--- src/rtl/button_bank.sv ---
// button_bank: N_CH-channel synchroniser, debouncer and press/release strobe generator.
// Define BTN_REPEAT_EN to build the per-channel auto-repeat FSM; otherwise repeat_o is 0.
module button_bank #(
    parameter int unsigned     N_CH       = 4,
    parameter int unsigned     DB_CYCLES  = 250000,
    parameter int unsigned     REP_DELAY  = 12500000,
    parameter int unsigned     REP_PERIOD = 2500000,
    parameter logic [N_CH-1:0] POL        = {N_CH{1'b1}}
) (
    input  logic            clk,
    input  logic            rst_n,
    input  logic [N_CH-1:0] btn_i,
    output logic [N_CH-1:0] level_o,
    output logic [N_CH-1:0] press_o,
    output logic [N_CH-1:0] release_o,
    output logic [N_CH-1:0] repeat_o
);

    localparam int DW = $clog2(DB_CYCLES + 1);
    localparam logic [DW-1:0] DB_TOP = DW'(DB_CYCLES - 1);

`ifdef BTN_REPEAT_EN
    localparam int unsigned RMAX =
        (REP_DELAY > REP_PERIOD) ? REP_DELAY : REP_PERIOD;
    localparam int RW = $clog2(RMAX + 1);
    localparam logic [RW-1:0] RD_TOP = RW'(REP_DELAY - 1);
    localparam logic [RW-1:0] RP_TOP = RW'(REP_PERIOD - 1);

    typedef enum logic [1:0] {
        ST_IDLE,
        ST_DELAY,
        ST_REPEAT
    } rep_state_e;
`endif

    // Polarity-normalised so that 1 is always "pressed"
    logic [N_CH-1:0] w_norm;
    assign w_norm = btn_i ^ ~POL;

    for (genvar gi = 0; gi < N_CH; gi++) begin : g_ch
        logic          r_s1;
        logic          r_s2;
        logic          r_level;
        logic          r_press;
        logic          r_release;
        logic [DW-1:0] r_dcnt;
        logic          w_toggle;
        logic          w_rise;
        logic          w_fall;
        logic          w_rep;

        assign w_toggle = (r_s2 != r_level) && (r_dcnt == DB_TOP);
        assign w_rise   = w_toggle && !r_level;
        assign w_fall   = w_toggle && r_level;

        always_ff @(posedge clk or negedge rst_n) begin
            if (!rst_n) begin
                r_s1      <= 1'b0;
                r_s2      <= 1'b0;
                r_level   <= 1'b0;
                r_press   <= 1'b0;
                r_release <= 1'b0;
                r_dcnt    <= '0;
            end else begin
                r_s1      <= w_norm[gi];
                r_s2      <= r_s1;
                r_press   <= w_rise;
                r_release <= w_fall;
                if (r_s2 == r_level) begin
                    r_dcnt <= '0;
                end else if (w_toggle) begin
                    r_level <= ~r_level;
                    r_dcnt  <= '0;
                end else begin
                    r_dcnt <= r_dcnt + DW'(1);
                end
            end
        end

`ifdef BTN_REPEAT_EN
        rep_state_e    r_state;
        rep_state_e    w_state_nxt;
        logic [RW-1:0] r_rcnt;
        logic [RW-1:0] w_rcnt_nxt;
        logic          r_rep;
        logic          w_rep_nxt;

        always_ff @(posedge clk or negedge rst_n) begin
            if (!rst_n) begin
                r_state <= ST_IDLE;
                r_rcnt  <= '0;
                r_rep   <= 1'b0;
            end else begin
                r_state <= w_state_nxt;
                r_rcnt  <= w_rcnt_nxt;
                r_rep   <= w_rep_nxt;
            end
        end

        // Driven by the debounce edge so repeat timing is relative to press_o
        always_comb begin
            w_state_nxt = r_state;
            w_rcnt_nxt  = r_rcnt;
            w_rep_nxt   = 1'b0;
            if (w_fall) begin
                w_state_nxt = ST_IDLE;
                w_rcnt_nxt  = '0;
            end else begin
                unique case (r_state)
                    ST_IDLE: begin
                        if (w_rise) begin
                            w_state_nxt = ST_DELAY;
                            w_rcnt_nxt  = '0;
                        end
                    end
                    ST_DELAY: begin
                        if (r_rcnt == RD_TOP) begin
                            w_rep_nxt   = 1'b1;
                            w_rcnt_nxt  = '0;
                            w_state_nxt = ST_REPEAT;
                        end else begin
                            w_rcnt_nxt = r_rcnt + RW'(1);
                        end
                    end
                    ST_REPEAT: begin
                        if (r_rcnt == RP_TOP) begin
                            w_rep_nxt  = 1'b1;
                            w_rcnt_nxt = '0;
                        end else begin
                            w_rcnt_nxt = r_rcnt + RW'(1);
                        end
                    end
                    default: begin
                        w_state_nxt = ST_IDLE;
                        w_rcnt_nxt  = '0;
                    end
                endcase
            end
        end

        assign w_rep = r_rep;
`else
        assign w_rep = 1'b0;
`endif

        assign level_o[gi]   = r_level;
        assign press_o[gi]   = r_press;
        assign release_o[gi] = r_release;
        assign repeat_o[gi]  = w_rep;
    end

endmodule

--- config.mk ---
export PLATFORM = sky130hd
export DESIGN_NAME = button_bank
export DESIGN_NICKNAME = d
export VERILOG_FILES = /design/src/rtl/button_bank.sv
export SDC_FILE = /design/constraint.sdc
export NUM_CORES = 1
export LEC_CHECK = 0
export CORE_MARGIN = 5
export CORE_UTILIZATION = 55
export CTS_BUF_LIST = sky130_fd_sc_hd__clkbuf_4 sky130_fd_sc_hd__clkbuf_8
export CTS_CLUSTER_SIZE = 14
export DETAILED_ROUTE_END_ITERATION = 10
export HOLD_SLACK_MARGIN = 0.1
export PLACE_DENSITY_LB_ADDON = 0.2
export SYNTH_ARGS = -nofsm -noshare
export SYNTH_HDL_FRONTEND = slang
export SYNTH_SLANG_ARGS = --single-unit
--- constraint.sdc ---
create_clock -name clk -period 4.2 [get_ports clk]
set_clock_uncertainty 0.15 [all_clocks]
set_input_delay 0.42 -clock clk [delete_from_list [all_inputs] [get_ports clk]]
set_output_delay 0.42 -clock clk [all_outputs]
set_load 0.02 [all_outputs]
After elaboration in Yosys (flattened, before gate mapping)
Cells that the tools add are included.
{ "op_classes": {"bitwise_logic": 8, "reduce_logical": 20, "n_addsub": 4, "n_eq_ne": 12, "n_mux": 8} }
{ "op_table": {"columns": ["op", "n"], "rows": [
  ["18-bit 2-to-1 mux", 8],
  ["18-bit by 1-bit adder with 18-bit output (second input constant)", 4],
  ["18-bit == test (second input constant)", 4],
  ["1-bit logical AND", 12],
  ["1-bit NOT", 8],
  ["2-bit AND reduction", 4],
  ["1-bit == test", 4],
  ["1-bit zero test", 4],
  ["1-bit != test", 4]
]} }
{ "word_totals": {"register_bits": 92, "output_inout_bits": 16, "wordCells": 76} }

Longest topological paths before layout
Gate-level depths: netlist of the first run.
{ "depth": {"ltp_word": 4, "mapped_depth": 6} }

Least setup slack after synthesis of the first run
OpenSTA, ideal clock, no wires.
{ "synth_path": {"path_type": "register to register", "startpoint": "register g_ch[2].r_dcnt[0]", "endpoint": "register g_ch[2].r_dcnt[10]", "stages_incl_launch_ff": 6, "setup_slack_ns": 2.300, "arrival_ns": 1.631, "path_cell_list": "dfrtp_1 ha_1 nand4_1 o41ai_4 buf_6 nor2_1"} }
{ "synth_via": {"elab_chain_cells": 4} }
{ "synth_lines": {"columns": ["item", "line", "source"], "rows": [
  ["from (decl)", "46", "logic [DW-1:0] r_dcnt;"],
  ["from (signal assigned)", "75", "r_dcnt <= r_dcnt + DW'(1);"],
  ["parallel branches: the longest is 2 deep, another holds 18-bit by 1-bit adder with 18-bit output", null, null],
  ["18-bit 2-to-1 mux *", "71", "end else if (w_toggle) begin"],
  ["18-bit 2-to-1 mux *", "69", "if (r_s2 == r_level) begin"]
]} }
Every way passes the cells marked *.
A chain may end at the register's enable or synchronous reset.

Worst setup path in the final report of the first run
{ "layout_path": {"startpoint": "register g_ch[1].r_dcnt[10]", "endpoint": "register g_ch[1].r_dcnt[5]"} }
{ "layout_via": {"elab_chain_cells": 4} }
{ "layout_lines": {"columns": ["item", "line", "source"], "rows": [
  ["from (decl)", "46", null],
  ["from (signal assigned)", "75", null],
  ["18-bit == test", "52", "assign w_toggle = (r_s2 != r_level) && (r_dcnt == DB_TOP);"],
  ["1-bit logical AND", "52", null],
  ["18-bit 2-to-1 mux", "71", null],
  ["18-bit 2-to-1 mux", "69", null]
]} }
Every way passes these cells.

==> results.toml, run 1 <==
[synthesis]
synth-async-reset-ratio_pct = 100
synth-edff-count = 0
postSynthCellCount = 432
yosys.area.top_type = "dfrtp_1"
yosysUniqueCellTypes = 36
ys_seq_elements = 92
synth_area_leaders = "dfrtp_1 53%, xnor2_1 8.6%, nor2_1 6.7%, xor2_1 4.0%, nand4_1 3.6%"
syn_area_per_cell_sq_um = 10.1
synth.yosys.seq_area_share_pct = 52.6
synth.cell_area_sq_um = 4380
synth_top_cell_area_share_pct = 52.6
synthFlopType = "dfrtp_1"
yosysWarnings = 0

[floorplanning]
coreArea_sq_um = 7730
die_w_um = 99.2
io_pins = 22
rows = 32
start_util_pct = 56.6
die_y_um = 99.2
fp.dieArea_sq_um = 9840

[worst_setup_path]
r2r_cells = 4
ff2ff_setup_slack_ns = 1.77
slowest_stage = "o21bai_1"
reg2reg_from = "g_ch[1].r_dcnt[10]"
critPathMaxStageDelay_ns = 0.98
required_ns = 4.23
path_class = "reg2reg"
start_kind = "flop"
path_cells = "nor4_1, nand3b_1, o21bai_1, nor2_1"
cp-end-kind = "flop"
worstPathArrival_ns = 2.46
critPathMaxFanout = 17
reg2reg_to = "g_ch[1].r_dcnt[5]"

[power]
ir_worst_vdd_uv = 201
powerDensity_nw_per_um2 = 327
p_leak_nw = 1.95

[sta]
fin_crit_ns = 2.43
max-slew-margin-rel_pct = 17.5
whs_ns = 0.204
rsz0062_at_grt = "false"
finalSetupTns_ns = 0
finalSetupViolCount = 0
max_slew.worst_pin.slew_ns = 1.24
hold_viol_final = 0
finalWorstSetupSlack_ns = 1.77
drv_slew = 0
fmax_ghz = 0.412
final.period_utilization_pct = 57.8

[clocking]
cts_resized = 0
cts_tree = "built"
htreeDepth = 3
clockBufferDepth = 2
hold_buffers = 1
insertion_delay_ns = 0.35
postCtsSetupBuffers = 0
numCtsBuffers = 9
path_clk_slew_ns = 0.08
cts.root.buffer_cell = "clkbuf_8"
cts.sinks = 92

[global_route]
gr-usage-met2_pct = 24.5
grt_max_degree = 67
grt_pass1_vias = 2832
track_usage_pct = 16.0
busiest_layer = "met2"
grt_pass1_wl_mm = 13.1
grtUsageMet1_pct = 21.9
use_met3_pct = 5.05
antenna_found_initial = 0
grt-ovfl-total = 0

[finish]
drive_above_1_share_pct = 5.16
nets = 451
antenna_cells = 0
fin_util_pct = 61.3
area_growth_pct = 8.29
final_area_sq_um = 4740

[min_path]
holdPathStages = 0
whs_endpoint = "g_ch[1].r_s2"
hold_class = "reg2reg"
hp-start = "g_ch[1].r_s1"

[run_status]
outcome = "completed"

[detailed_routing]
vias = 2960
routedWlPerCell_um = 13.5
ant_nets = 0
firstDrtPassIters = 4
drcViolationCount = 0
vias_per_cell = 5.40
drt_iter0_drc = 133
wl_mm = 7.40

[placed_design]
io_buffers = 17
dpl.hpwl_mm = 5.01
post_dp_cell_area_sq_um = 4530
pre_cts_slack_ns = 1.83
place_congestion = 0.832

[job]
cap_violations = 0
[kinds of logic (layout without fill, tap and decap cells)]
logic type,after synthesis,count (layout),synth area share (%)
multiplexers,1,1,0.229
flip-flops,92,92,52.6
buffers and inverters,36,47,4.72
other,1,4,0.0857
AND/OR/NAND/NOR,213,213,25.1
adder cells (fa/ha/maj),4,4,1.14
XOR/XNOR,63,63,12.6
AO/OA/AOI/OAI,22,22,3.46
[registers in the layout, summed over array words and instances (netlist names)]
register / cells
g_ch.r_s1: 4
g_ch.r_level: 4
g_ch.r_release: 4
g_ch.r_s2: 4
g_ch.r_dcnt: 72
g_ch.r_press: 4
[critical path, delay by kind of cell (launching register included)]
family | cells | cell delay [ns]
AOI/OAI and AO/OA | 1 | 0.98
DFF | 1 | 0.42
and+or+nand+nor | 3 | 0.71
[synthesized netlist by cell type, types with 5 or more instances]
library cell	instances
nand4_1	25
dfrtp_1	92
buf_4	16
nand2_1	16
nand3_1	23
or3_1	5
inv_1	12
and4_1	7
nor2_1	78
nor4_1	18
nor3_1	16
and3_1	7
xnor2_1	43
nand4b_1	5
a21oi_1	9
xor2_1	20
o21ai_0	8
[power breakdown]
group | internal (W) | switching, W | total (W)
registers | 0.000898 | 0.0000111 | 0.000909
clock network | 0.000288 | 0.000294 | 0.000582
logic | 0.0000172 | 0.0000405 | 0.0000577
[routing by layer]
layer / wire length, um / share of wire, % / up-vias
li1: - / - / 1493
met4: 142 / 1.9 / 0
met5: 0 / 0 / -
met1: 3710 / 50 / 1419
met3: 270 / 3.6 / 14
met2: 3280 / 44 / 34
[metrics by stage]
stage / instances / power, W
floorplan: 435 / 0.000960
global route: 548 / 0.00163
finish: 548 / 0.00155
detailed placement: 531 / 0.000986
global placement: 531 / 0.000985
CTS: 548 / 0.00158
[worst max-delay path by stage]
stage	startpoint	endpoint	slack, ns
5_1_grt	g_ch[1].r_dcnt[10]	g_ch[1].r_dcnt[5]	1.57
4_1_cts	g_ch[1].r_dcnt[10]	g_ch[1].r_dcnt[5]	1.79
2_1_floorplan	g_ch[2].r_dcnt[0]	g_ch[2].r_dcnt[10]	2.30
6_report	g_ch[1].r_dcnt[10]	g_ch[1].r_dcnt[5]	1.77
3_3_place_gp	g_ch[2].r_dcnt[0]	g_ch[2].r_dcnt[10]	1.89
3_5_place_dp	g_ch[1].r_dcnt[10]	g_ch[1].r_dcnt[15]	1.83
[final cells by class]
| type | count | area, sq um |
|---|---|---|
| well taps | 102 | 128 |
| inverters | 12 | 45.0 |
| clock inverters | 2 | 13.8 |
| fillers | 621 | 2990 |
| flip-flops and latches | 92 | 2300 |
| multi-input cells | 307 | 1880 |
| clock buffers | 14 | 186 |
| repair buffers | 19 | 185 |
[cell usage in the layout (no fill, tap or decap)]
master and instances:
nor3b_1 1, ha_1 4, nand4_1 25, nor4bb_1 2
clkbuf_8 13, or3_1 5, nor2b_1 1, nor3_1 16
o21bai_2 2, conb_1 4, o21ai_0 8, a21oi_1 9
xnor2_1 43, nand3b_1 2, clkinv_2 1, and2_1 4
clkbuf_4 1, inv_6 1, nor4_1 18, nor2_1 78
clkdlybuf4s50_1 16, xor2_1 20, nor4b_2 1, inv_1 12
dlygate4sd3_1 1, a31o_2 1, nand3_1 23, dfrtp_1 92
nand2b_1 1, nand4b_1 5, and3_1 7, o41ai_4 1
buf_4 2, o21bai_1 1, and4_1 7, nand2_1 16
or4_1 1, mux2i_1 1
Note: power is estimated with default switching activity, not from simulation.
==> run 2, diff against run 1 <==
Clock period 4.2 ns to 2.1 ns, I/O delays scaled along.
==> run 2 against run 1 <==
  * Combinational power rose by 120%
  * Sequential share of layout area is 1.0 points lower
  * Utilization increased by 1.3 points
  * Global-route usage grew 0.62 points
  * Final cell count is 2.0% higher
  * Wire length grew 1.5%
  * Register-to-register slack worse by 1.6 ns
  * Hold slack got worse by 0.066 ns
  * Largest power group unchanged
==> results.toml, run 2 (synthesis gave the netlist of run 1 again) <==
[min_path]
hold_class = "in2reg"

[sta]
fmax_ghz = 0.517
finalSetupViolCount = 0
final.period_utilization_pct = 92.1
rsz0062_at_grt = "false"
max-slew-margin-rel_pct = 61.7
hold_viol_final = 0
max_slew.worst_pin.slew_ns = 0.575
fin_crit_ns = 1.93
finalSetupTns_ns = 0
drv_slew = 0

[job]
cap_violations = 0

[power]
p_sw_share_pct = 22.8
comb_power_share_pct = 4.0
p_sw_w = 0.000722
intPower_w = 0.00244
p_leak_nw = 2.01
clkPwrFrac_pct = 38.5
powerDensity_nw_per_um2 = 654
p_seq_share_pct = 57.5
power.total_w = 0.00316
ir_worst_vdd_uv = 405

[finish]
nets = 462
stdcell_count = 559
fin_util_pct = 62.6
area_growth_pct = 10.6
final_common_cell = "dfrtp_1"
mostFrequentLayoutCells = "92 x dfrtp_1, 78 x nor2_1, 43 x xnor2_1"
final_area_sq_um = 4840
antenna_cells = 0
largest_reg_flops = 72
drive_above_1_share_pct = 7.44
regMostFlops = "g_ch.r_dcnt"

[clocking]
insertion_delay_ns = 0.35
cts.sinks = 92
clockBufferDepth = 2
path_clk_slew_ns = 0.09
cts_tree = "built"
htreeDepth = 3
cts.root.buffer_cell = "clkbuf_8"
numCtsBuffers = 9

[worst_setup_path]
cp-end-kind = "flop"
path_class = "reg2reg"
worstPathArrival_ns = 2.02
critPathMaxFanout = 12
required_ns = 2.19
start_kind = "flop"

[detailed_routing]
vias_per_cell = 5.44
wl_mm = 7.51
drt_iter0_drc = 104
firstDrtPassIters = 4
vias = 3043
drcViolationCount = 0
ant_nets = 0
routedWlPerCell_um = 13.4

[placed_design]
io_buffers = 17
dpl.hpwl_mm = 5.18
post_dp_cell_area_sq_um = 4620
place_congestion = 0.860
place_inst = 542

[global_route]
grt_pass1_vias = 2916
grt_max_degree = 46
antenna_found_initial = 0
grt-ovfl-total = 0
grt_pass1_wl_mm = 13.4
track_usage_pct = 16.7

[floorplanning]
die_w_um = 99.2
fp.dieArea_sq_um = 9840
io_pins = 22
die_y_um = 99.2
start_util_pct = 56.6
coreArea_sq_um = 7730
rows = 32

[run_status]
outcome = "completed"
-- run 2: cell count changes in the layout (fill, tap and decap cells not counted), sizes merged --
cell | before | now
clkinv | 1 | 2
clkinvlp | 0 | 1
buf | 2 | 13
clkbuf | 14 | 11
bufinv | 0 | 1
-- run 2: power by group through the flow --
stage	clock network [W]	logic, W	registers, W
floorplan	0	0.0000726	0.00185
finish	0.00122	0.000128	0.00182
global placement	0	0.000128	0.00185
global route	0.00134	0.000151	0.00182
CTS	0.00126	0.000133	0.00182
detailed placement	0	0.000131	0.00185
-- run 2: timing repair --
| action | in CTS | in global routing |
|---|---|---|
| endpoints found under the hold margin | 43 | 0 |
| gates resized for setup | 0 | 0 |
| buffers inserted | 0 | 0 |
| endpoints found under the setup margin | 0 | 0 |
| hold buffers | 1 | 0 |
-- run 2: cell type report --
class / count / area [sq um]
flip-flops and latches: 92 / 2300
inverters: 12 / 45.0
well taps: 102 / 128
clock buffers: 11 / 145
fillers: 657 / 2890
multi-input cells: 307 / 1880
repair buffers: 30 / 280
clock inverters: 5 / 60.1
-- run 2: worst paths after layout --
path	depth (start not counted)	from	end	slack [ns]
min reg2reg	0	g_ch[1].r_s1	g_ch[1].r_s2	0.20
max	5	g_ch[2].r_dcnt[0]	g_ch[2].r_dcnt[10]	0.17
max reg2reg	5	g_ch[2].r_dcnt[0]	g_ch[2].r_dcnt[10]	0.17
max in group asynchronous	3	rst_n	g_ch[1].r_dcnt[13]	0.87
min in group asynchronous	2	rst_n	g_ch[0].r_dcnt[17]	0.24
min	1	btn_i[3]	g_ch[3].r_s1	0.14
-- run 2: stage by stage --
step	hold slack, ns	setup slack, ns
2_1_floorplan	-0.236	0.200
3_3_place_gp	0.0996	0.215
3_5_place_dp	0.104	0.172
4_1_cts	0.121	0.153
5_1_grt	0.116	0.0116
6_report	0.138	0.166
-- run 2: critical path, cell delays in order, from the launching register on --
cell	delay [ns]
dfrtp_1	0.39
ha_1	0.21
nand4_1	0.33
o41ai_4	0.44
buf_4	0.24
nor2_1	0.06
-- run 2: layer usage --
metal,global-route usage (%),wire length [um]
met1,22.8,3650
met2,25.8,3490
met3,4.70,289
met4,5.25,82
met5,0,0
==> run 3, diff against run 2 <==
Settings changed: GPL_ROUTABILITY_DRIVEN from default to 0, GPL_TIMING_DRIVEN from default to 0.
==> run 3 against run 2 <==
  * Flip-flop and latch count unchanged
  * Via count grew 2.8%
  * Worst setup slack lost 0.058 ns
  * Global-route usage is 0.44 points higher
  * Final cell count grew 2.3%
  * First-iteration DRC count shrank 2.9%
  * Clock power fell by 16%
  * Sequential power about the same
  * Combinational power up 11%
  * Non-clock buffer count rose by 15
  * Critical endpoint is now g_ch[2].r_dcnt[2]
  * Largest power group unchanged
==> results.toml, run 3 (synthesis gave the netlist of run 1 again) <==
[sta]
rsz0062_at_grt = "false"
finalSetupViolCount = 0
max_slew.worst_pin.slew_ns = 0.576
final.period_utilization_pct = 94.8
finalSetupTns_ns = 0
max-slew-margin-rel_pct = 61.2
hold_viol_final = 0
fin_crit_ns = 1.99
fmax_ghz = 0.502
drv_slew = 0

[global_route]
grt_pass1_wl_mm = 13.9
antenna_found_initial = 0
track_usage_pct = 17.1
grt_pass1_vias = 3042
grt-ovfl-total = 0
grt_max_degree = 70

[worst_setup_path]
critPathMaxFanout = 5
start_kind = "flop"
required_ns = 2.19
path_class = "reg2reg"
cp-end-kind = "flop"
worstPathArrival_ns = 2.08
reg2reg_from = "g_ch[2].r_dcnt[5]"
ff2ff_setup_slack_ns = 0.11
r2r_cells = 4
reg2reg_to = "g_ch[2].r_dcnt[2]"

[clocking]
clockBufferDepth = 2
cts.root.buffer_cell = "clkbuf_8"
cts.sinks = 92
insertion_delay_ns = 0.35
htreeDepth = 3
path_clk_slew_ns = 0.08
numCtsBuffers = 9
cts_tree = "built"

[finish]
regMostFlops = "g_ch.r_dcnt"
area_growth_pct = 12.7
final_area_sq_um = 4930
multiInputGateArea_sq_um = 1910
nets = 477
largest_reg_flops = 72
mostFrequentLayoutCells = "91 x dfrtp_1, 78 x nor2_1, 43 x xnor2_1"
antenna_cells = 0
fillers = 634
ff_latch_area_sq_um = 2300
fin_util_pct = 63.8
drive_above_1_share_pct = 10.0
final_common_cell = "dfrtp_1"
stdcell_count = 572

[power]
p_seq_share_pct = 60.8
p_sw_w = 0.000678
intPower_w = 0.00231
powerDensity_nw_per_um2 = 605
p_sw_share_pct = 22.7
ir_worst_vdd_uv = 398
power.total_w = 0.00299
p_leak_nw = 2.06
comb_power_share_pct = 4.8
clkPwrFrac_pct = 34.4

[placed_design]
dpl.hpwl_mm = 5.39
io_buffers = 17
place_inst = 555
post_dp_cell_area_sq_um = 4710

[floorplanning]
io_pins = 22
start_util_pct = 56.6
rows = 32
die_y_um = 99.2
fp.dieArea_sq_um = 9840
coreArea_sq_um = 7730
die_w_um = 99.2

[run_status]
outcome = "completed"

[min_path]
hold_class = "in2async"

[detailed_routing]
ant_nets = 0
vias_per_cell = 5.47
wl_mm = 7.82
routedWlPerCell_um = 13.7
drt_iter0_drc = 101
drcViolationCount = 0
vias = 3128
firstDrtPassIters = 4

[job]
cap_violations = 0
## run 3: cell types whose count changed in the layout (fill, tap and decap cells not counted), sizes merged
cell,delta
buf,+10
bufinv,-1
clkbuf,+6
clkinvlp,-1
inv,-1
## run 3: critical path: stages (launching register included)
cell and delay (ns):
dfrtp_1 0.44, or4_1 0.63, o41ai_4 0.41, buf_4 0.21
nor2_1 0.05
## run 3: timing repair
action	CTS	global route
endpoints found under the hold margin	92	0
setup endpoints to repair	32	40
gates resized for setup	3	6
pin swaps	1	4
hold buffers	1	0
setup buffers	2	0
## run 3: cell type report
class                      count  area share, %
clock inverter                 2          0.279
inverter                      12          0.913
multi-input combinational    307           38.7
clock buffer                  12           2.97
timing repair buffer          21           4.46
tap                          102           2.59
sequential                    92           46.7
buffer                        24           3.35
## run 3: power groups by stage
| stage | combinational [W] | clock [W] | sequential, W |
|---|---|---|---|
| after global routing | 0.000163 | 0.00115 | 0.00182 |
| after detailed placement | 0.000138 | 0 | 0.00185 |
| after floorplan | 0.0000726 | 0 | 0.00185 |
| after global placement | 0.000129 | 0 | 0.00185 |
| final | 0.000142 | 0.00103 | 0.00182 |
| after CTS | 0.000144 | 0.00108 | 0.00182 |
## run 3: worst max path at each step
| stage | from | to |
|---|---|---|
| floorplan | g_ch[2].r_dcnt[0] | g_ch[2].r_dcnt[10] |
| global placement | rst_n | g_ch[3].r_dcnt[11] |
| detailed placement | g_ch[1].r_dcnt[4] | g_ch[1].r_dcnt[11] |
| CTS | g_ch[1].r_dcnt[4] | g_ch[1].r_dcnt[10] |
| global route | g_ch[2].r_dcnt[12] | g_ch[2].r_dcnt[5] |
| finish | g_ch[2].r_dcnt[5] | g_ch[2].r_dcnt[2] |
## run 3: routing by layer
metal / vias to the layer above / GRT usage, % / wire (um)
met2: 58 / 27.6 / 3720
met5: - / 0 / 0
met3: 10 / 4.70 / 338
met4: 0 / 4.31 / 72
met1: 1508 / 23.0 / 3690
li1: 1552 / - / -
## run 3: per-stage QoR
step	setup slack (ns)	hold WS (ns)
after global routing	0.00258	0.122
after global placement	-2.59	0.184
after CTS	0.0424	0.124
after floorplan	0.200	-0.236
final	0.108	0.146
after detailed placement	-0.208	-0.0136
